### config.mk
export PLATFORM = sky130hd
export DESIGN_NAME = reset_sequencer
export DESIGN_NICKNAME = d
export VERILOG_FILES = /design/src/rtl/reset_sequencer.sv
export SDC_FILE = /design/constraint.sdc
export NUM_CORES = 1
export LEC_CHECK = 0
export CAP_MARGIN = 10
export CELL_PAD_IN_SITES_DETAIL_PLACEMENT = 1
export CELL_PAD_IN_SITES_GLOBAL_PLACEMENT = 2
export CORE_MARGIN = 10
export CORE_UTILIZATION = 36
export DETAILED_ROUTE_END_ITERATION = 8
export PLACE_DENSITY_LB_ADDON = 0.1
export SETUP_SLACK_MARGIN = 0.02
export SLEW_MARGIN = 10
export SYNTH_ARGS = -nofsm -noshare
export SYNTH_HDL_FRONTEND = slang
export SYNTH_SLANG_ARGS = --single-unit
### constraint.sdc
create_clock -name clk -period 4.3 [get_ports clk]
set_input_delay 0.43 -clock clk [delete_from_list [all_inputs] [get_ports clk]]
set_output_delay 0.43 -clock clk [all_outputs]
set_load 0.01 [all_outputs]
### src/rtl/reset_sequencer.sv
// Staged reset release: holds all downstream domains in reset, then releases them
// one at a time in index order, waiting for each ready acknowledgement plus a settle gap.

module reset_sequencer_lane (
  input  logic check_en,
  input  logic released,
  input  logic ready,
  input  logic waiting,
  output logic fault
);
  // The stage currently being waited on may legitimately still be low.
  assign fault = check_en & released & ~ready & ~waiting;
endmodule

module reset_sequencer #(
  parameter int N_STAGES       = 4,
  parameter int HOLD_CYCLES    = 16,
  parameter int GAP_CYCLES     = 8,
  parameter int TIMEOUT_CYCLES = 1024,
  localparam int FW = (N_STAGES > 1) ? $clog2(N_STAGES) : 1
) (
  input  logic                clk,
  input  logic                reset,
  input  logic                soft_reset_req,
  input  logic [N_STAGES-1:0] stage_ready,
  output logic [N_STAGES-1:0] stage_reset,
  output logic                all_ready,
  output logic                busy,
  output logic                timeout_err,
  output logic                drop_err,
  output logic [FW-1:0]       failed_stage
);
  localparam int HG   = (HOLD_CYCLES > GAP_CYCLES) ? HOLD_CYCLES : GAP_CYCLES;
  localparam int MAXC = (HG > TIMEOUT_CYCLES) ? HG : TIMEOUT_CYCLES;
  localparam int CW   = $clog2(MAXC + 1);

  localparam logic [CW-1:0] HOLD_LAST = CW'(HOLD_CYCLES - 1);
  localparam logic [CW-1:0] GAP_LAST  = CW'((GAP_CYCLES > 0) ? GAP_CYCLES - 1 : 0);
  localparam logic [CW-1:0] TO_LAST   = CW'(TIMEOUT_CYCLES - 1);
  localparam logic [FW-1:0] K_LAST    = FW'(N_STAGES - 1);

  localparam logic [2:0] S_HOLD = 3'd0;
  localparam logic [2:0] S_WAIT = 3'd1;
  localparam logic [2:0] S_GAP  = 3'd2;
  localparam logic [2:0] S_DONE = 3'd3;
  localparam logic [2:0] S_ERR  = 3'd4;

  logic [2:0]          state;
  logic [CW-1:0]       cnt;
  logic [FW-1:0]       k;
  logic [FW-1:0]       kn;
  logic                check_en;
  logic [N_STAGES-1:0] fault;
  logic [FW-1:0]       drop_idx;

  assign kn       = k + 1'b1;
  assign check_en = (state == S_WAIT) || (state == S_GAP) || (state == S_DONE);

  for (genvar j = 0; j < N_STAGES; j++) begin : g_lane
    reset_sequencer_lane u_lane (
      .check_en (check_en),
      .released (~stage_reset[j]),
      .ready    (stage_ready[j]),
      .waiting  ((state == S_WAIT) && (k == FW'(j))),
      .fault    (fault[j])
    );
  end

  // Lowest faulting stage wins.
  always_comb begin
    drop_idx = '0;
    for (int j = N_STAGES - 1; j >= 0; j--)
      if (fault[j]) drop_idx = FW'(j);
  end

  always_ff @(posedge clk) begin
    if (reset || soft_reset_req) begin
      state        <= S_HOLD;
      cnt          <= '0;
      k            <= '0;
      stage_reset  <= '1;
      all_ready    <= 1'b0;
      busy         <= 1'b1;
      timeout_err  <= 1'b0;
      drop_err     <= 1'b0;
      failed_stage <= '0;
    end else if (|fault) begin
      state        <= S_ERR;
      stage_reset  <= '1;
      all_ready    <= 1'b0;
      busy         <= 1'b0;
      drop_err     <= 1'b1;
      failed_stage <= drop_idx;
    end else begin
      case (state)
        S_HOLD: begin
          if (cnt == HOLD_LAST) begin
            cnt            <= '0;
            state          <= S_WAIT;
            stage_reset[0] <= 1'b0;
          end else begin
            cnt <= cnt + 1'b1;
          end
        end
        S_WAIT: begin
          if (stage_ready[k]) begin
            cnt <= '0;
            if (k == K_LAST) begin
              state     <= S_DONE;
              all_ready <= 1'b1;
              busy      <= 1'b0;
            end else if (GAP_CYCLES == 0) begin
              k               <= kn;
              stage_reset[kn] <= 1'b0;
            end else begin
              state <= S_GAP;
            end
          end else if (cnt == TO_LAST) begin
            state        <= S_ERR;
            stage_reset  <= '1;
            busy         <= 1'b0;
            timeout_err  <= 1'b1;
            failed_stage <= k;
          end else begin
            cnt <= cnt + 1'b1;
          end
        end
        S_GAP: begin
          if (cnt == GAP_LAST) begin
            cnt             <= '0;
            k               <= kn;
            state           <= S_WAIT;
            stage_reset[kn] <= 1'b0;
          end else begin
            cnt <= cnt + 1'b1;
          end
        end
        default: ;
      endcase
    end
  end
endmodule
==> results of run 1 <==
==> how the worst min path moves through the flow <==
stage	from	end	slack, ps	cells after the start
finish	failed_stage[0]$_SDFFE_PP0P_	failed_stage[0]$_SDFFE_PP0P_	470	2
global route	failed_stage[0]$_SDFFE_PP0P_	failed_stage[0]$_SDFFE_PP0P_	510	2
CTS	failed_stage[0]$_SDFFE_PP0P_	failed_stage[0]$_SDFFE_PP0P_	470	2
detailed placement	failed_stage[0]$_SDFFE_PP0P_	failed_stage[0]$_SDFFE_PP0P_	460	2
global placement	all_ready$_SDFFE_PP0P_	all_ready$_SDFFE_PP0P_	450	2
floorplan	cnt[1]$_SDFFE_PP0P_	cnt[1]$_SDFFE_PP0P_	460	2
==> registers in the layout, summed over array words and instances, names as in the netlist <==
| signal | cells |
|---|---|
| all_ready | 1 |
| timeout_err | 1 |
| k | 2 |
| state | 3 |
| drop_err | 1 |
| stage_reset | 4 |
| busy | 1 |
| cnt | 11 |
| failed_stage | 2 |
==> Yosys cell counts (2+ instances only) <==
cell type / count
sky130_fd_sc_hd__nand2b_1: 2
sky130_fd_sc_hd__inv_1: 6
sky130_fd_sc_hd__dfxtp_1: 26
sky130_fd_sc_hd__o21ai_0: 8
sky130_fd_sc_hd__and4_1: 2
sky130_fd_sc_hd__a32o_1: 4
sky130_fd_sc_hd__clkbuf_1: 10
sky130_fd_sc_hd__nor3_1: 9
sky130_fd_sc_hd__o21ai_1: 2
sky130_fd_sc_hd__a31oi_1: 6
sky130_fd_sc_hd__nand2_1: 15
sky130_fd_sc_hd__a21oi_1: 10
sky130_fd_sc_hd__nor3b_1: 3
sky130_fd_sc_hd__o21a_1: 3
sky130_fd_sc_hd__and3_1: 3
sky130_fd_sc_hd__o211ai_1: 4
sky130_fd_sc_hd__buf_2: 3
sky130_fd_sc_hd__o2bb2ai_1: 3
sky130_fd_sc_hd__nor2_1: 16
sky130_fd_sc_hd__o2111ai_1: 4
sky130_fd_sc_hd__nor4_1: 8
sky130_fd_sc_hd__and2_1: 2
sky130_fd_sc_hd__ha_1: 7
sky130_fd_sc_hd__or3_1: 2
sky130_fd_sc_hd__nand3_1: 9
sky130_fd_sc_hd__nor2b_1: 8
sky130_fd_sc_hd__nand4_1: 4
sky130_fd_sc_hd__or4_1: 3
sky130_fd_sc_hd__a2111oi_1: 2
==> per-stage QoR <==
step	cells	hold WS, ps	worst slack [ps]	utilization (%)	power, mW
3_3_place_gp	260	454	1640	41.5	0.268
3_5_place_dp	260	462	1510	41.5	0.269
2_1_floorplan	204	456	2190	-	0.258
5_1_grt	264	513	1460	42.8	0.444
6_report	264	473	1670	42.8	0.426
4_1_cts	264	474	1670	42.8	0.430
==> area by class of cell <==
| type | count | area [µm²] |
|---|---|---|
| fillers | 553 | 2510 |
| multi-input cells | 158 | 1040 |
| flip-flops and latches | 26 | 520 |
| repair buffers | 18 | 175 |
| well taps | 52 | 65.1 |
| clock buffers | 4 | 55.1 |
| inverters | 6 | 22.5 |
==> worst register-to-register path, cell delays in order (launching register included) <==
cell and delay (ps):
sky130_fd_sc_hd__dfxtp_1 600, sky130_fd_sc_hd__nand3_1 380, sky130_fd_sc_hd__nor2_1 320, sky130_fd_sc_hd__and4_1 710, sky130_fd_sc_hd__nor4_2 230, sky130_fd_sc_hd__a32o_1 280
==> where the power goes <==
part	total [mW]	switching (mW)	internal, mW
sequential	0.242	0.000690	0.241
clock	0.163	0.0814	0.0820
combinational	0.0207	0.0109	0.00979
total	0.426	0.0930	0.333
==> logic make-up (layout without fill, tap and decap cells) <==
logic type	count (synthesis)	count (layout)
buf+inv	20	28
xor+xnor	1	1
flops	26	26
fa+ha+maj	7	7
mux	1	1
compound gates	58	58
simple gates	91	91
==> metal layers <==
layer  vias up  part of all wire, %
met3         7                  4.3
met5         -                    0
met4         0                  1.2
li1        793                    -
met1       803                   46
met2        29                   48
==> flow_metrics.tcl, run 1 <==
set metrics [dict create \
    outcome "finished clean" \
    critical-path-max-stage-delay_ps 710 \
    rsz0062_at_grt "no" \
    routed_via_density 6.18 \
    reg2reg_slack_ps 1670 \
    grt_antenna_before_repair 0 \
    clock_skew_ps 1.45 \
    post-route-drc-count 0 \
    cts.clk_slew.worst_paths_ps 90 \
    count_of_final_hold_check_violations 0 \
    globalRoute.totalOverflow 0 \
    die-height_um 87.6 \
    compound_cell_area_share_of_the_yosys_netlist_pct 25.7 \
    pin_count_of_the_biggest_net_entering_global_routing 17 \
    tightest_slew_ps 710 \
    cts_htree_levels 1 \
    routed_wl_um 5170 \
    synth.distinct_cells 49 \
    postSynthAreaPerCell_um2 8.05 \
    cp_cell_sequence "nand3_1 > nor2_1 > and4_1 > nor4_2 > a32o_1" \
    core_area_um2 4380 \
    nNetsFinal 227 \
    timing.critical_path.from "cnt[3]$_SDFFE_PP0P_" \
    drt_first_pass_iters 4 \
    cts_repair_resize_count 0 \
    timing.final.crit_share_pct 61.1 \
    dieWidth_um 87.6 \
    post_cts.repair.setup_buffers 0 \
    r2r.worst_path.cells 5 \
    tns_ps 0 \
    mostFrequentLayoutCell "sky130_fd_sc_hd__dfxtp_1" \
    synth.yosys.warnings 0 \
    critPathCaptureType "flop" \
    synth.net_count 218 \
    period_needed_ps 2630 \
    timing.slew.headroom_pct 52.7 \
    critPathMaxFanout 16 \
    design.die.area_um2 7670 \
    path_depth 5 \
    category_of_cells_accounting_for_the_largest_share_of_critical_path_delay "simple AND/OR/NAND/NOR gates" \
    crit_arrival_ps 2800 \
    insertion_delay_ps 270 \
    reg2reg_from "cnt[3]$_SDFFE_PP0P_" \
    globalRouteTotalUtil_pct 13.7 \
    post_drt_wl_per_cell_um 19.6 \
    synth-edff-count 0 \
    worstHoldPathType "flop to flop" \
    synth_top_area_share_pct 31.7 \
    fmax_mhz 381 \
    synth_area_leader_cell "sky130_fd_sc_hd__dfxtp_1" \
    io-pin-count 17 \
    ctsRootBufferMaster "sky130_fd_sc_hd__clkbuf_8" \
    xor_xnor_cell_area_share_of_the_yosys_netlist_pct 0.533 \
    dominantRegCellSynth "sky130_fd_sc_hd__dfxtp_1" \
    cp-endpoint "cnt[5]$_SDFFE_PP0P_" \
    layout.cells.most_common_list "sky130_fd_sc_hd__dfxtp_1 (26), sky130_fd_sc_hd__nor2_1 (16), sky130_fd_sc_hd__clkdlybuf4s50_1 (16)" \
    timing.critical_path.slowest_stage_cell "sky130_fd_sc_hd__and4_1" \
    syn_area_um2 1640 \
    met1_usage_in_global_routing_pct 17.1 \
    tritoncts_num_sinks 26 \
    total_via_count_after_detailed_routing 1632 \
    critical_path_class "flop to flop" \
    terminus_of_the_critical_flop_to_flop_path "cnt[5]$_SDFFE_PP0P_" \
    place.port_buffers 16 \
    cts_max_path_buffers 2 \
    initial_utilization_pct 37.5 \
    leakagePower_nw 0.621 \
    num_antenna_cells 0 \
    tritoncts "yes" \
    syn_to_layout_area_delta_pct 14.1 \
    synth_fa_ha_area_share_pct 5.33 \
    synth.ff_latch_count 26 \
    met3_usage_pct 2.60 \
    vdd.ir_drop.worst_v 0.0000938 \
    grt_first_pass_wirelength_um 8530 \
    post_synth_and_or_nand_nor_area_fraction_pct 30.1 \
    post_synth_main_area_contributors "sky130_fd_sc_hd__dfxtp_1 (32%), sky130_fd_sc_hd__ha_1 (5.3%), sky130_fd_sc_hd__nor2_1 (3.7%)" \
    synth-async-reset-ratio_pct 0 \
    routability_congestion 0.827 \
    synth_cells 204 \
    timing.max_cap.violations 0 \
    timing_max_transition_violations_final 0 \
    top_usage_layer "met2" \
    layout-drive-gt1-share_pct 5.66 \
    power.density_nw_per_um2 227 \
    row_count 24 \
    postRouteAntennaNets 0 \
    setup_violating_endpoint_count_in_the_final_report 0 \
    cts-buffers-inserted 3 \
    placed_cell_area_um2 1820 \
    main_combinational_cell_family_by_area_after_synthesis "simple AND/OR/NAND/NOR gates" \
    setup.worst_path.start_class "flop" \
    cp_data_required_time_ps 4470 \
    yosys-mux-area-fraction_pct 1.37 \
    grt.met2_usage_pct 22.9 \
    first_global_vias 1637 \
    path_buf_inv 0 \
    cts.hold.buffers_added 0 \
    iteration_0_drc_count_of_the_detailed_router 83 \
    design_area_um2 1870 \
    post-dp-hpwl_um 3910 \
    synth.yosys.seq_area_share_pct 31.7 \
]
No activity file was read; power rests on OpenSTA's default activity.
==> inputs of run 2 (changes only) <==
--- a/config.mk
+++ b/config.mk
@@ -9,7 +9,7 @@
 export CELL_PAD_IN_SITES_DETAIL_PLACEMENT = 1
 export CELL_PAD_IN_SITES_GLOBAL_PLACEMENT = 2
 export CORE_MARGIN = 10
-export CORE_UTILIZATION = 36
+export CORE_UTILIZATION = 33
 export DETAILED_ROUTE_END_ITERATION = 8
 export PLACE_DENSITY_LB_ADDON = 0.1
 export SETUP_SLACK_MARGIN = 0.02
==> constraint.sdc (replaced) <==
create_clock -name clk -period 2.5 [get_ports clk]
set_input_delay 0.25 -clock clk [delete_from_list [all_inputs] [get_ports clk]]
set_output_delay 0.25 -clock clk [all_outputs]
set_load 0.01 [all_outputs]
==> run 2 against run 1 <==
Non-clock buffer count grew 13; critical endpoint is now cnt[4]$_SDFFE_PP0P_; cell count grew 11%; power grew 77%; first-iteration DRC count grew 39%; utilization shrank 1.0 points; via count grew 3.9%; largest power group unchanged.
==> flow_metrics.tcl, run 2 (synthesis results as in run 1) <==
set metrics [dict create \
    grt_first_pass_wirelength_um 9190 \
    first_global_vias 1715 \
    cts.clk_slew.worst_paths_ps 100 \
    multi_input_area_um2 1040 \
    finish.utilization_pct 41.7 \
    worstHoldPathType "flop to flop" \
    tritoncts_num_sinks 26 \
    tightest_slew_ps 764 \
    critical_path_class "flop to flop" \
    r2r.worst_path.cells 5 \
    cp_data_required_time_ps 2680 \
    largest_register_ffs 11 \
    layout.filler_cells 586 \
    iteration_0_drc_count_of_the_detailed_router 115 \
    post_drt_wl_per_cell_um 18.7 \
    routed_wl_um 5460 \
    cts-buffers-inserted 3 \
    setup.worst_path.start_class "flop" \
    routed_via_density 5.80 \
    period_needed_ps 2320 \
    timing.critical_path.slowest_stage_cell "sky130_fd_sc_hd__or4_1" \
    count_of_final_hold_check_violations 0 \
    vdd.ir_drop.worst_v 0.000187 \
    cp_cell_sequence "or4_1 > or3_4 > o21a_1 > a2111oi_2 > o2bb2ai_1" \
    post-dp-hpwl_um 4230 \
    power.density_nw_per_um2 377 \
    design.die.area_um2 8200 \
    post-route-drc-count 0 \
    clock_skew_ps 5.47 \
    timing_max_transition_violations_final 0 \
    final_cell_count_no_fill 292 \
    cts_max_path_buffers 2 \
    layout.cells.most_common_list "sky130_fd_sc_hd__dfxtp_1 (26), sky130_fd_sc_hd__nor2_1 (16), sky130_fd_sc_hd__clkdlybuf4s50_1 (16)" \
    largest_register "cnt" \
    fmax_mhz 431 \
    critical-path-max-stage-delay_ps 560 \
    total_via_count_after_detailed_routing 1695 \
    terminus_of_the_critical_flop_to_flop_path "cnt[4]$_SDFFE_PP0P_" \
    postRouteAntennaNets 0 \
    rsz0062_at_grt "yes" \
    timing.final.crit_share_pct 92.8 \
    insertion_delay_ps 290 \
    design_area_um2 2000 \
    globalRoute.totalOverflow 0 \
    crit_arrival_ps 2500 \
    layout-drive-gt1-share_pct 12.0 \
    tritoncts "yes" \
    initial_utilization_pct 34.3 \
    seqCellArea_um2 520 \
    grt_antenna_before_repair 0 \
    critPathCaptureType "flop" \
    io-pin-count 17 \
    placed_cell_area_um2 1930 \
    dp.cells 287 \
    critPathMaxFanout 8 \
    mostFrequentLayoutCell "sky130_fd_sc_hd__dfxtp_1" \
    row_count 25 \
    timing.max_cap.violations 0 \
    syn_to_layout_area_delta_pct 21.6 \
    worstHoldEndpoint "failed_stage[0]$_SDFFE_PP0P_" \
    tns_ps 0 \
    routability_congestion 0.884 \
    globalRouteTotalUtil_pct 13.5 \
    outcome "finished clean" \
    ctsRootBufferMaster "sky130_fd_sc_hd__clkbuf_8" \
    setup_violating_endpoint_count_in_the_final_report 0 \
    path_buf_inv 0 \
    dieWidth_um 90.6 \
    die-height_um 90.6 \
    place.port_buffers 16 \
    cts_htree_levels 1 \
    largestRegisters "cnt x11, stage_reset x4, state x3" \
    num_antenna_cells 0 \
    pin_count_of_the_biggest_net_entering_global_routing 16 \
    startpoint_of_the_tightest_hold_check_path "failed_stage[0]$_SDFFE_PP0P_" \
    reg2reg_slack_ps 180 \
    leakagePower_nw 0.690 \
    drt_first_pass_iters 4 \
    hold_path_depth 2 \
    reg2reg_from "cnt[8]$_SDFFE_PP0P_" \
    nNetsFinal 240 \
    core_area_um2 4790 \
    category_of_cells_accounting_for_the_largest_share_of_critical_path_delay "simple AND/OR/NAND/NOR gates" \
    timing.slew.headroom_pct 48.8 \
]
[run 2: final cells by class]
type / count / area share (%)
sequential: 26 / 26.1
inverter: 6 / 1.13
tap: 67 / 4.20
multi-input combinational: 158 / 52.2
timing repair buffer: 31 / 13.7
clock buffer: 4 / 2.76
[run 2: per-stage QoR]
step	setup slack, ps	power [mW]	hold WS [ps]
global route	11.5	0.781	517
CTS	81.2	0.754	476
finish	181	0.753	472
floorplan	393	0.444	456
global placement	107	0.463	452
detailed placement	82.4	0.463	464
[run 2: how the worst max path moves through the flow]
stage / startpoint / endpoint / depth (start not counted)
finish: cnt[8]$_SDFFE_PP0P_ / cnt[4]$_SDFFE_PP0P_ / 5
global route: state[0]$_SDFFE_PP0P_ / cnt[7]$_SDFFE_PP0P_ / 5
CTS: cnt[8]$_SDFFE_PP0P_ / cnt[4]$_SDFFE_PP0P_ / 5
detailed placement: cnt[8]$_SDFFE_PP0P_ / cnt[7]$_SDFFE_PP0P_ / 5
global placement: stage_ready[2] / stage_reset[0]$_SDFFE_PP1P_ / 6
floorplan: cnt[7]$_SDFFE_PP0P_ / cnt[4]$_SDFFE_PP0P_ / 6
[run 2: timing repair]
item,in CTS,in global routing
hold buffers,0,0
buffers inserted,0,1
endpoints found under the setup margin,0,10
gates resized for setup,0,3
[run 2: per-layer routing]
metal,routed length (µm),GRT usage (%),vias up,part of all wire (%)
met4,96,5.31,0,1.8
met5,0,0,-,0
met3,270,2.83,9,4.9
met2,2380,20.2,37,44
met1,2720,18.3,833,50
li1,-,-,816,-
[run 2: report_power, final]
group,switching [mW],internal (mW)
Combinational,0.0194,0.0178
Sequential,0.00137,0.415
Clock,0.157,0.142
Total,0.178,0.575
[run 2: worst min-delay path: stages, from the launching register on]
cell and delay, ps:
sky130_fd_sc_hd__dfxtp_1 320, sky130_fd_sc_hd__nand3_1 60, sky130_fd_sc_hd__a21oi_1 50
==> inputs of run 3 (changes only) <==
--- a/config.mk
+++ b/config.mk
@@ -13,6 +13,7 @@
 export DETAILED_ROUTE_END_ITERATION = 8
 export PLACE_DENSITY_LB_ADDON = 0.1
 export SETUP_SLACK_MARGIN = 0.02
+export SKIP_LAST_GASP = 1
 export SLEW_MARGIN = 10
 export SYNTH_ARGS = -nofsm -noshare
 export SYNTH_HDL_FRONTEND = slang
==> results of run 3 <==
Final layout, timing and power as in run 2 (identical DEF).
